$ cat src/rtl/mem_arbiter_if.sv
// Request/response and memory-side bundle for mem_arbiter.
// The arbiter connects through the slave modport; the core/memory side uses master.
interface mem_arbiter_if #(
  parameter int ADDR_W = 32,
  parameter int MEM_AW = 10
);
  logic              if_req_valid;
  logic [ADDR_W-1:0] if_req_addr;
  logic              if_req_ready;
  logic              if_rsp_valid;
  logic [31:0]       if_rsp_rdata;

  logic              d_req_valid;
  logic              d_req_we;
  logic [3:0]        d_req_be;
  logic [ADDR_W-1:0] d_req_addr;
  logic [31:0]       d_req_wdata;
  logic              d_req_ready;
  logic              d_rsp_valid;
  logic [31:0]       d_rsp_rdata;

  logic              mem_en;
  logic              mem_we;
  logic [3:0]        mem_be;
  logic [MEM_AW-1:0] mem_addr;
  logic [31:0]       mem_wdata;
  logic [31:0]       mem_rdata;

  modport slave (
    input  if_req_valid, if_req_addr,
    input  d_req_valid, d_req_we, d_req_be, d_req_addr, d_req_wdata,
    input  mem_rdata,
    output if_req_ready, if_rsp_valid, if_rsp_rdata,
    output d_req_ready, d_rsp_valid, d_rsp_rdata,
    output mem_en, mem_we, mem_be, mem_addr, mem_wdata
  );

  modport master (
    output if_req_valid, if_req_addr,
    output d_req_valid, d_req_we, d_req_be, d_req_addr, d_req_wdata,
    output mem_rdata,
    input  if_req_ready, if_rsp_valid, if_rsp_rdata,
    input  d_req_ready, d_rsp_valid, d_rsp_rdata,
    input  mem_en, mem_we, mem_be, mem_addr, mem_wdata
  );
endinterface

$ cat src/rtl/mem_arbiter.sv
// Fetch/data arbiter for a single-port 1-cycle-latency memory; data wins unless fetch is starved.
// Optional performance counters are enabled by defining MEM_ARB_PERF_EN.
module mem_arbiter #(
  parameter int ADDR_W       = 32,
  parameter int MEM_AW       = 10,
  parameter int STARVE_LIMIT = 4
) (
  input  logic         clk,
  input  logic         reset,
  mem_arbiter_if.slave bus
`ifdef MEM_ARB_PERF_EN
  ,
  output logic [31:0]  perf_if_grants,
  output logic [31:0]  perf_d_grants,
  output logic [31:0]  perf_conflicts
`endif
);

  localparam int CNT_W = (STARVE_LIMIT < 1) ? 1 : $clog2(STARVE_LIMIT + 1);
  localparam logic [CNT_W-1:0] CNT_MAX = CNT_W'(STARVE_LIMIT);

  typedef enum logic [1:0] {
    OWN_NONE,
    OWN_IF,
    OWN_D_RD,
    OWN_D_WR
  } owner_e;

  owner_e           rspOwner_q, rspOwner_d;
  logic [CNT_W-1:0] starveCnt_q, starveCnt_d;
  logic             fetchPri;
  logic             ifGrant;
  logic             dGrant;
  logic             unusedAddrBits;

  assign unusedAddrBits = ^{bus.if_req_addr[ADDR_W-1:MEM_AW+2], bus.if_req_addr[1:0],
                            bus.d_req_addr[ADDR_W-1:MEM_AW+2], bus.d_req_addr[1:0]};

  always_ff @(posedge clk or negedge reset) begin
    if (!reset) begin
      rspOwner_q  <= OWN_NONE;
      starveCnt_q <= '0;
    end else begin
      rspOwner_q  <= rspOwner_d;
      starveCnt_q <= starveCnt_d;
    end
  end

  // Grants are gated by reset so every output drops the moment reset asserts.
  always_comb begin
    fetchPri         = (starveCnt_q == CNT_MAX);
    ifGrant          = 1'b0;
    dGrant           = 1'b0;
    rspOwner_d       = OWN_NONE;
    starveCnt_d      = '0;
    bus.mem_en       = 1'b0;
    bus.mem_we       = 1'b0;
    bus.mem_be       = 4'h0;
    bus.mem_addr     = '0;
    bus.mem_wdata    = '0;
    bus.if_rsp_valid = 1'b0;
    bus.if_rsp_rdata = '0;
    bus.d_rsp_valid  = 1'b0;
    bus.d_rsp_rdata  = '0;

    if (reset) begin
      if (bus.if_req_valid && (fetchPri || !bus.d_req_valid)) begin
        ifGrant = 1'b1;
      end else if (bus.d_req_valid) begin
        dGrant = 1'b1;
      end
      bus.mem_wdata = bus.d_req_wdata;
    end

    if (ifGrant) begin
      rspOwner_d   = OWN_IF;
      bus.mem_en   = 1'b1;
      bus.mem_be   = 4'hF;
      bus.mem_addr = bus.if_req_addr[MEM_AW+1:2];
    end else if (dGrant) begin
      rspOwner_d   = bus.d_req_we ? OWN_D_WR : OWN_D_RD;
      bus.mem_en   = 1'b1;
      bus.mem_we   = bus.d_req_we;
      bus.mem_be   = bus.d_req_we ? bus.d_req_be : 4'hF;
      bus.mem_addr = bus.d_req_addr[MEM_AW+1:2];
    end

    if (bus.if_req_valid && !ifGrant) begin
      starveCnt_d = fetchPri ? CNT_MAX : starveCnt_q + CNT_W'(1);
    end

    // Store acknowledges carry zero data; the memory read bus is stale for them.
    case (rspOwner_q)
      OWN_IF: begin
        bus.if_rsp_valid = 1'b1;
        bus.if_rsp_rdata = bus.mem_rdata;
      end
      OWN_D_RD: begin
        bus.d_rsp_valid = 1'b1;
        bus.d_rsp_rdata = bus.mem_rdata;
      end
      OWN_D_WR: begin
        bus.d_rsp_valid = 1'b1;
      end
      default: ;
    endcase
  end

  assign bus.if_req_ready = ifGrant;
  assign bus.d_req_ready  = dGrant;

`ifdef MEM_ARB_PERF_EN
  logic [31:0] perfIf_q, perfD_q, perfConf_q;

  always_ff @(posedge clk or negedge reset) begin
    if (!reset) begin
      perfIf_q   <= '0;
      perfD_q    <= '0;
      perfConf_q <= '0;
    end else begin
      if (ifGrant) perfIf_q <= perfIf_q + 32'd1;
      if (dGrant) perfD_q <= perfD_q + 32'd1;
      if (bus.if_req_valid && bus.d_req_valid) perfConf_q <= perfConf_q + 32'd1;
    end
  end

  assign perf_if_grants = perfIf_q;
  assign perf_d_grants  = perfD_q;
  assign perf_conflicts = perfConf_q;
`endif

endmodule

$ cat src/flat_wrapper.sv
// flat-port wrapper written by rule: the top's interface ports become plain ports
module mem_arbiter_flat 
#(
  parameter int ADDR_W       = 32,
  parameter int MEM_AW       = 10,
  parameter int STARVE_LIMIT = 4
)
  (clk, reset, bus_if_req_valid, bus_if_req_addr, bus_d_req_valid, bus_d_req_we, bus_d_req_be, bus_d_req_addr, bus_d_req_wdata, bus_mem_rdata, bus_if_req_ready, bus_if_rsp_valid, bus_if_rsp_rdata, bus_d_req_ready, bus_d_rsp_valid, bus_d_rsp_rdata, bus_mem_en, bus_mem_we, bus_mem_be, bus_mem_addr, bus_mem_wdata);
  mem_arbiter_if #(.ADDR_W(ADDR_W), .MEM_AW(MEM_AW)) bus_i ();
  input  logic clk;
  input  logic reset;
  input wire logic [$bits(bus_i.if_req_valid)-1:0] bus_if_req_valid;
  input wire logic [$bits(bus_i.if_req_addr)-1:0] bus_if_req_addr;
  input wire logic [$bits(bus_i.d_req_valid)-1:0] bus_d_req_valid;
  input wire logic [$bits(bus_i.d_req_we)-1:0] bus_d_req_we;
  input wire logic [$bits(bus_i.d_req_be)-1:0] bus_d_req_be;
  input wire logic [$bits(bus_i.d_req_addr)-1:0] bus_d_req_addr;
  input wire logic [$bits(bus_i.d_req_wdata)-1:0] bus_d_req_wdata;
  input wire logic [$bits(bus_i.mem_rdata)-1:0] bus_mem_rdata;
  output wire logic [$bits(bus_i.if_req_ready)-1:0] bus_if_req_ready;
  output wire logic [$bits(bus_i.if_rsp_valid)-1:0] bus_if_rsp_valid;
  output wire logic [$bits(bus_i.if_rsp_rdata)-1:0] bus_if_rsp_rdata;
  output wire logic [$bits(bus_i.d_req_ready)-1:0] bus_d_req_ready;
  output wire logic [$bits(bus_i.d_rsp_valid)-1:0] bus_d_rsp_valid;
  output wire logic [$bits(bus_i.d_rsp_rdata)-1:0] bus_d_rsp_rdata;
  output wire logic [$bits(bus_i.mem_en)-1:0] bus_mem_en;
  output wire logic [$bits(bus_i.mem_we)-1:0] bus_mem_we;
  output wire logic [$bits(bus_i.mem_be)-1:0] bus_mem_be;
  output wire logic [$bits(bus_i.mem_addr)-1:0] bus_mem_addr;
  output wire logic [$bits(bus_i.mem_wdata)-1:0] bus_mem_wdata;
  assign bus_i.if_req_valid = bus_if_req_valid;
  assign bus_i.if_req_addr = bus_if_req_addr;
  assign bus_i.d_req_valid = bus_d_req_valid;
  assign bus_i.d_req_we = bus_d_req_we;
  assign bus_i.d_req_be = bus_d_req_be;
  assign bus_i.d_req_addr = bus_d_req_addr;
  assign bus_i.d_req_wdata = bus_d_req_wdata;
  assign bus_i.mem_rdata = bus_mem_rdata;
  assign bus_if_req_ready = bus_i.if_req_ready;
  assign bus_if_rsp_valid = bus_i.if_rsp_valid;
  assign bus_if_rsp_rdata = bus_i.if_rsp_rdata;
  assign bus_d_req_ready = bus_i.d_req_ready;
  assign bus_d_rsp_valid = bus_i.d_rsp_valid;
  assign bus_d_rsp_rdata = bus_i.d_rsp_rdata;
  assign bus_mem_en = bus_i.mem_en;
  assign bus_mem_we = bus_i.mem_we;
  assign bus_mem_be = bus_i.mem_be;
  assign bus_mem_addr = bus_i.mem_addr;
  assign bus_mem_wdata = bus_i.mem_wdata;
  mem_arbiter #(.ADDR_W(ADDR_W), .MEM_AW(MEM_AW), .STARVE_LIMIT(STARVE_LIMIT)) u_core (.clk(clk), .reset(reset), .bus(bus_i));
endmodule
$ cat config.mk
export PLATFORM = sky130hd
export DESIGN_NAME = mem_arbiter_flat
export DESIGN_NICKNAME = d
export VERILOG_FILES = /design/src/rtl/mem_arbiter_if.sv /design/src/rtl/mem_arbiter.sv /design/src/flat_wrapper.sv
export SDC_FILE = /design/constraint.sdc
export NUM_CORES = 1
export LEC_CHECK = 0
export ABC_AREA = 1
export CORE_AREA = 2 2 97 99
export DETAILED_ROUTE_END_ITERATION = 16
export DIE_AREA = 0 0 99 101
export DONT_BUFFER_PORTS = 1
export SLEW_MARGIN = 20
export SYNTH_ARGS = -nofsm -noshare
export SYNTH_HDL_FRONTEND = slang
export SYNTH_SLANG_ARGS = --single-unit
$ cat constraint.sdc
create_clock -name clk -period 1.35 [get_ports clk]
set_input_delay 0.2025 -clock clk [delete_from_list [all_inputs] [get_ports clk]]
set_output_delay 0.2025 -clock clk [all_outputs]
set_load 0.005 [all_outputs]
Word-level counts from Yosys, hierarchy flattened. Cells that the tools add are included.

Register bits after elaboration: 5. Input bits: 137. Logic and storage cells: 37.

$add $sub $neg: 1. Equal/unequal tests: 4. Mux-type cells: 24. Reduce and logical (&&, ||, !) cells: 6.

Operators by type and width (number): two-way mux 32 bit (3); two-way mux 10 bit (2); two-way mux 1 bit (12); two-way mux 4 bit (3); two-way mux 3 bit (2); equality test 2 bit, second input constant (2); two-way mux 2 bit (2); adder 3 x 1 -> 3 bit, second input constant (1); equality test 3 bit, second input constant (1); equality test 2 x 1 -> 1 bit, second input constant (1); logical AND 1 bit (2); logical NOT 1 bit (2); OR reduction 2 bit (1); logical OR 1 bit (1).

Longest topological paths before layout.
Depth after elaboration: 8. Depth in mapped cells: 8. Depth with buffers taken out: 7.

Worst setup path after synthesis. Ideal clock, no wire load.

Path kind: flip-flop to output port. From: register u_core.starveCnt_q[0]. To: output bus_mem_addr[0]. Data arrival time: 1027 ps. Path slack: 121 ps. Stages on the path, launching flop included: 8. Buffers on the path: 1. Path through: dfrtp_1 inv_1 ha_1 nand2_2 nand2_4 buf_4 nand4_1 nand2_1.

Cells in the longest elaborated chain, start to end: 7. Elaborated cells between the ends (all ways): 9.

Ends and longest elaborated chain: start, declared (line mem_arbiter.sv:30) `logic [CNT_W-1:0] starveCnt_q, starveCnt_d;`; start signal, assigned (line mem_arbiter.sv:45) `starveCnt_q <= starveCnt_d;`; equality test 3 bit (*) (line mem_arbiter.sv:51) `fetchPri = (starveCnt_q == CNT_MAX);`; logical OR 1 bit (*) (line mem_arbiter.sv:67) `if (bus.if_req_valid && (fetchPri || !bus.d_req_valid)) begin`; logical AND 1 bit (*) (line mem_arbiter.sv:67); two-way mux 1 bit (line mem_arbiter.sv:67); two-way mux 1 bit (line mem_arbiter.sv:66) `if (reset) begin`; two-way mux 10 bit (line mem_arbiter.sv:80) `end else if (dGrant) begin`; two-way mux 10 bit (*) (line mem_arbiter.sv:75) `if (ifGrant) begin`; end, declared (line flat_wrapper.sv:29) `output wire logic [$bits(bus_i.mem_addr)-1:0] bus_mem_addr;`.

Every way passes the cells marked *; elsewhere a longest branch is shown, timed or not.

Worst setup path in the final report.
From: register u_core.starveCnt_q[0]. To: output bus_mem_en.

Cells in the longest elaborated chain, start to end: 7. Elaborated cells between the ends (all ways): 9.

Ends and longest elaborated chain: equality test 3 bit (*) (line mem_arbiter.sv:51); logical OR 1 bit (*) (line mem_arbiter.sv:67); logical AND 1 bit (*) (line mem_arbiter.sv:67); two-way mux 1 bit (line mem_arbiter.sv:67); two-way mux 1 bit (line mem_arbiter.sv:66); two-way mux 1 bit (line mem_arbiter.sv:80); two-way mux 1 bit (*) (line mem_arbiter.sv:75); end, declared (line flat_wrapper.sv:26) `output wire logic [$bits(bus_i.mem_en)-1:0] bus_mem_en;`.

Marks and branches as above.

==> flow_metrics.env <==
export IMPL_rows=35
export IMPL_tightest_slew_ns=0.3331
export IMPL_vias=1633
export IMPL_ant_nets=0
export IMPL_synthesis_nets=392
export IMPL_syn_avg_cell_area_um2=4.777
export IMPL_route_detailed_drc=0
export IMPL_fmax_mhz=642.7
export IMPL_clockBufferDepth=2
export IMPL_crit_path_cell_trace="inv_2 -> ha_4 -> nand2_4 -> nand2_8 -> buf_4 -> nand3_4 -> nand2_2"
export IMPL_critPathTopFamily="flip-flops"
export IMPL_gr_total_overflow=0
export IMPL_htree_levels=1
export IMPL_grt_pass1_wl_um=7196
export IMPL_critPathArrivalTime_ns=1.35
export IMPL_initial_utilization_pct=13.46
export IMPL_startpoint_type="register"
export IMPL_mostFrequentLayoutCells="inv_1 (70), nand2_1 (44), nor2_1 (35), nor2_4 (33), buf_4 (16)"
export IMPL_wl_per_cell_um=14.70
export IMPL_io_pins=253
export IMPL_hpwl_um=4251
export IMPL_setup_worst_path_class="register to output port"
export IMPL_skew_ns=0.004793
export IMPL_drt_total_wl_um=5600
export IMPL_drt_pass1_iter_count=5
export IMPL_cts_tree="done"
export IMPL_violations="negative setup slack"
export IMPL_rsz0062_at_grt="yes"
export IMPL_crit_path_end_kind="output port"
export IMPL_pre_cts_slack_ns=-0.05325
export IMPL_holdWs_ns=0.1328
export IMPL_status="complete, but fails checks"
export IMPL_syn_cell_area_um2=1209
export IMPL_worstPathRequired_ns=1.15
export IMPL_layout_drive_gt1_share_pct=34.81
export IMPL_final_hold_viol_count=0
export IMPL_total_leakage_power_nw=1.180
export IMPL_core_um2=8977
export IMPL_max_stage_delay_ns=0.38
export IMPL_syn_instance_count=253
export IMPL_yosysWarnings=0
export IMPL_viasPerCell=4.286
export IMPL_ys_seq_elements=5
export IMPL_setup_viol=53
export IMPL_diodes=0
export IMPL_slew_violations=0
export IMPL_cts_sinks=5
export IMPL_ys_types=20
export IMPL_nNetsFinal=410
export IMPL_gp_congestion=0.7359
export IMPL_crit_fanout=7
export IMPL_critPathSlowestCell="dfrtp_1"
export IMPL_antenna_found_initial=0
export IMPL_hold_class="input port to register"
export IMPL_final_common_cell="inv_1"
export IMPL_path_buf_inv=2
export IMPL_grt_pass1_vias=1427
export IMPL_die_height_um=101
export IMPL_worst_slack_ns=-0.2058
export IMPL_clkTransAtPathRegs_ns=0.04
export IMPL_irDropWorstVdd_mv=0.5355
export IMPL_power_density_nw_per_um2=541.3
export IMPL_grt_max_degree=46
export IMPL_seq_area_frac_synth_pct=10.35
export IMPL_grt_use_total_pct=9.513
export IMPL_fp_dieW_um=99
export IMPL_period_needed_ns=1.556
export IMPL_die_area_um2=9999
export IMPL_slew_headroom_pct=77.56
export IMPL_syn2layout_area_growth_pct=65.73
export IMPL_clock_latency_ns=0.22
export IMPL_timing_final_crit_share_pct=115.2
export IMPL_numPortBuffers=0
export IMPL_cts_buffers=3
export IMPL_cts_root_buf="clkbuf_8"
export IMPL_cap_violations=0
export IMPL_dr_first_iter_drc_count=19
## sequential cells by signal, indices dropped and copies added, names as in the netlist
signal and count:
u_core.rspOwner_q 2, u_core.starveCnt_q 3
## worst paths after layout
| path | end | cells past startpoint | slack [ns] | startpoint |
|---|---|---|---|---|
| max | bus_mem_en | 7 | -0.21 | u_core.starveCnt_q[0] |
| min | u_core.rspOwner_q[0] | 2 | 0.13 | bus_d_req_we |
| max reg2reg | u_core.starveCnt_q[2] | 9 | -0.11 | u_core.starveCnt_q[0] |
| min reg2reg | u_core.starveCnt_q[1] | 4 | 0.73 | u_core.starveCnt_q[1] |
| max in group asynchronous | u_core.rspOwner_q[1] | 1 | 0.84 | reset |
| min in group asynchronous | u_core.starveCnt_q[0] | 1 | 0.29 | reset |
## cells in the mapped netlist
library cell   n  share of area [%]
buf_4          3                1.9
dfrtp_1        5                 10
clkinv_2       1               0.41
nand3_4        1                1.4
nand2_4        2                1.9
nand4_1       10                5.2
o21ai_0        4                1.7
nand3_2        1               0.83
nor2_1        67                 21
a21boi_0       1               0.62
inv_2          1               0.31
buf_6          3                2.8
nand2_2        2                1.0
ha_1           2                2.1
buf_2          9                3.7
inv_1         75                 23
clkbuf_1       1               0.31
nand2_1       54                 17
nand3_1       10                4.1
nor2_2         1               0.52
## layer usage
layer / up-vias / GRT usage (%) / part of all wire (%)
li1: 743 / - / -
met1: 733 / 7.894 / 31
met2: 155 / 20.95 / 56
met3: 2 / 2.705 / 12
met4: 0 / 2.740 / 0.86
met5: - / 0 / 0
## kinds of logic (layout without fill, tap and decap cells)
| family | count (synthesis) | in the layout | share of synthesized area [%] |
|---|---|---|---|
| fa+ha+maj | 2 | 2 | 2.070 |
| buf+inv | 93 | 110 | 32.71 |
| compound gates | 5 | 5 | 2.278 |
| flops | 5 | 5 | 10.35 |
| simple gates | 148 | 148 | 52.59 |
## what timing repair did
item / in CTS / in global routing
gates resized for setup: 92 / 11
gates cloned: 3 / 1
hold buffers: 1 / 0
hold endpoints to repair: 5 / 0
pin swaps: 6 / 11
setup endpoints to repair: 54 / 55
setup buffers: 9 / 1
## stage by stage
stage	instances	area (um2)	power, mW	TNS [ns]	utilization [%]
6_report	381	2003	1.084	-8.060	22.31
2_1_floorplan	253	1209	0.4676	0	-
3_5_place_dp	363	1393	0.5579	-0.5876	15.51
3_3_place_gp	363	1393	0.5443	0	15.51
4_1_cts	380	1951	1.077	-8.090	21.73
5_1_grt	381	2003	1.154	-11.94	22.31
## where the power goes
group	internal [mW]	total (mW)	switching [mW]
registers	0.165	0.178	0.0126
logic	0.270	0.628	0.358
clock network	0.199	0.279	0.0806
## area by class of cell
cell class,count,area [um2]
multi-input cells,155,1026
fillers,989,6974
flip-flops and latches,5,126.4
repair buffers,29,367.9
clock inverters,1,5.005
inverters,77,297.8
well taps,111,138.9
clock buffers,3,41.29
## worst register-to-register path, delay by kind of cell, from the launching register on
family / cells / cell delay, ns
buffers and inverters: 3 / 0.39
DFF: 1 / 0.38
adders and majority gates: 1 / 0.15
and+or+nand+nor: 5 / 0.42
Power figures use the tool's default switching activity.
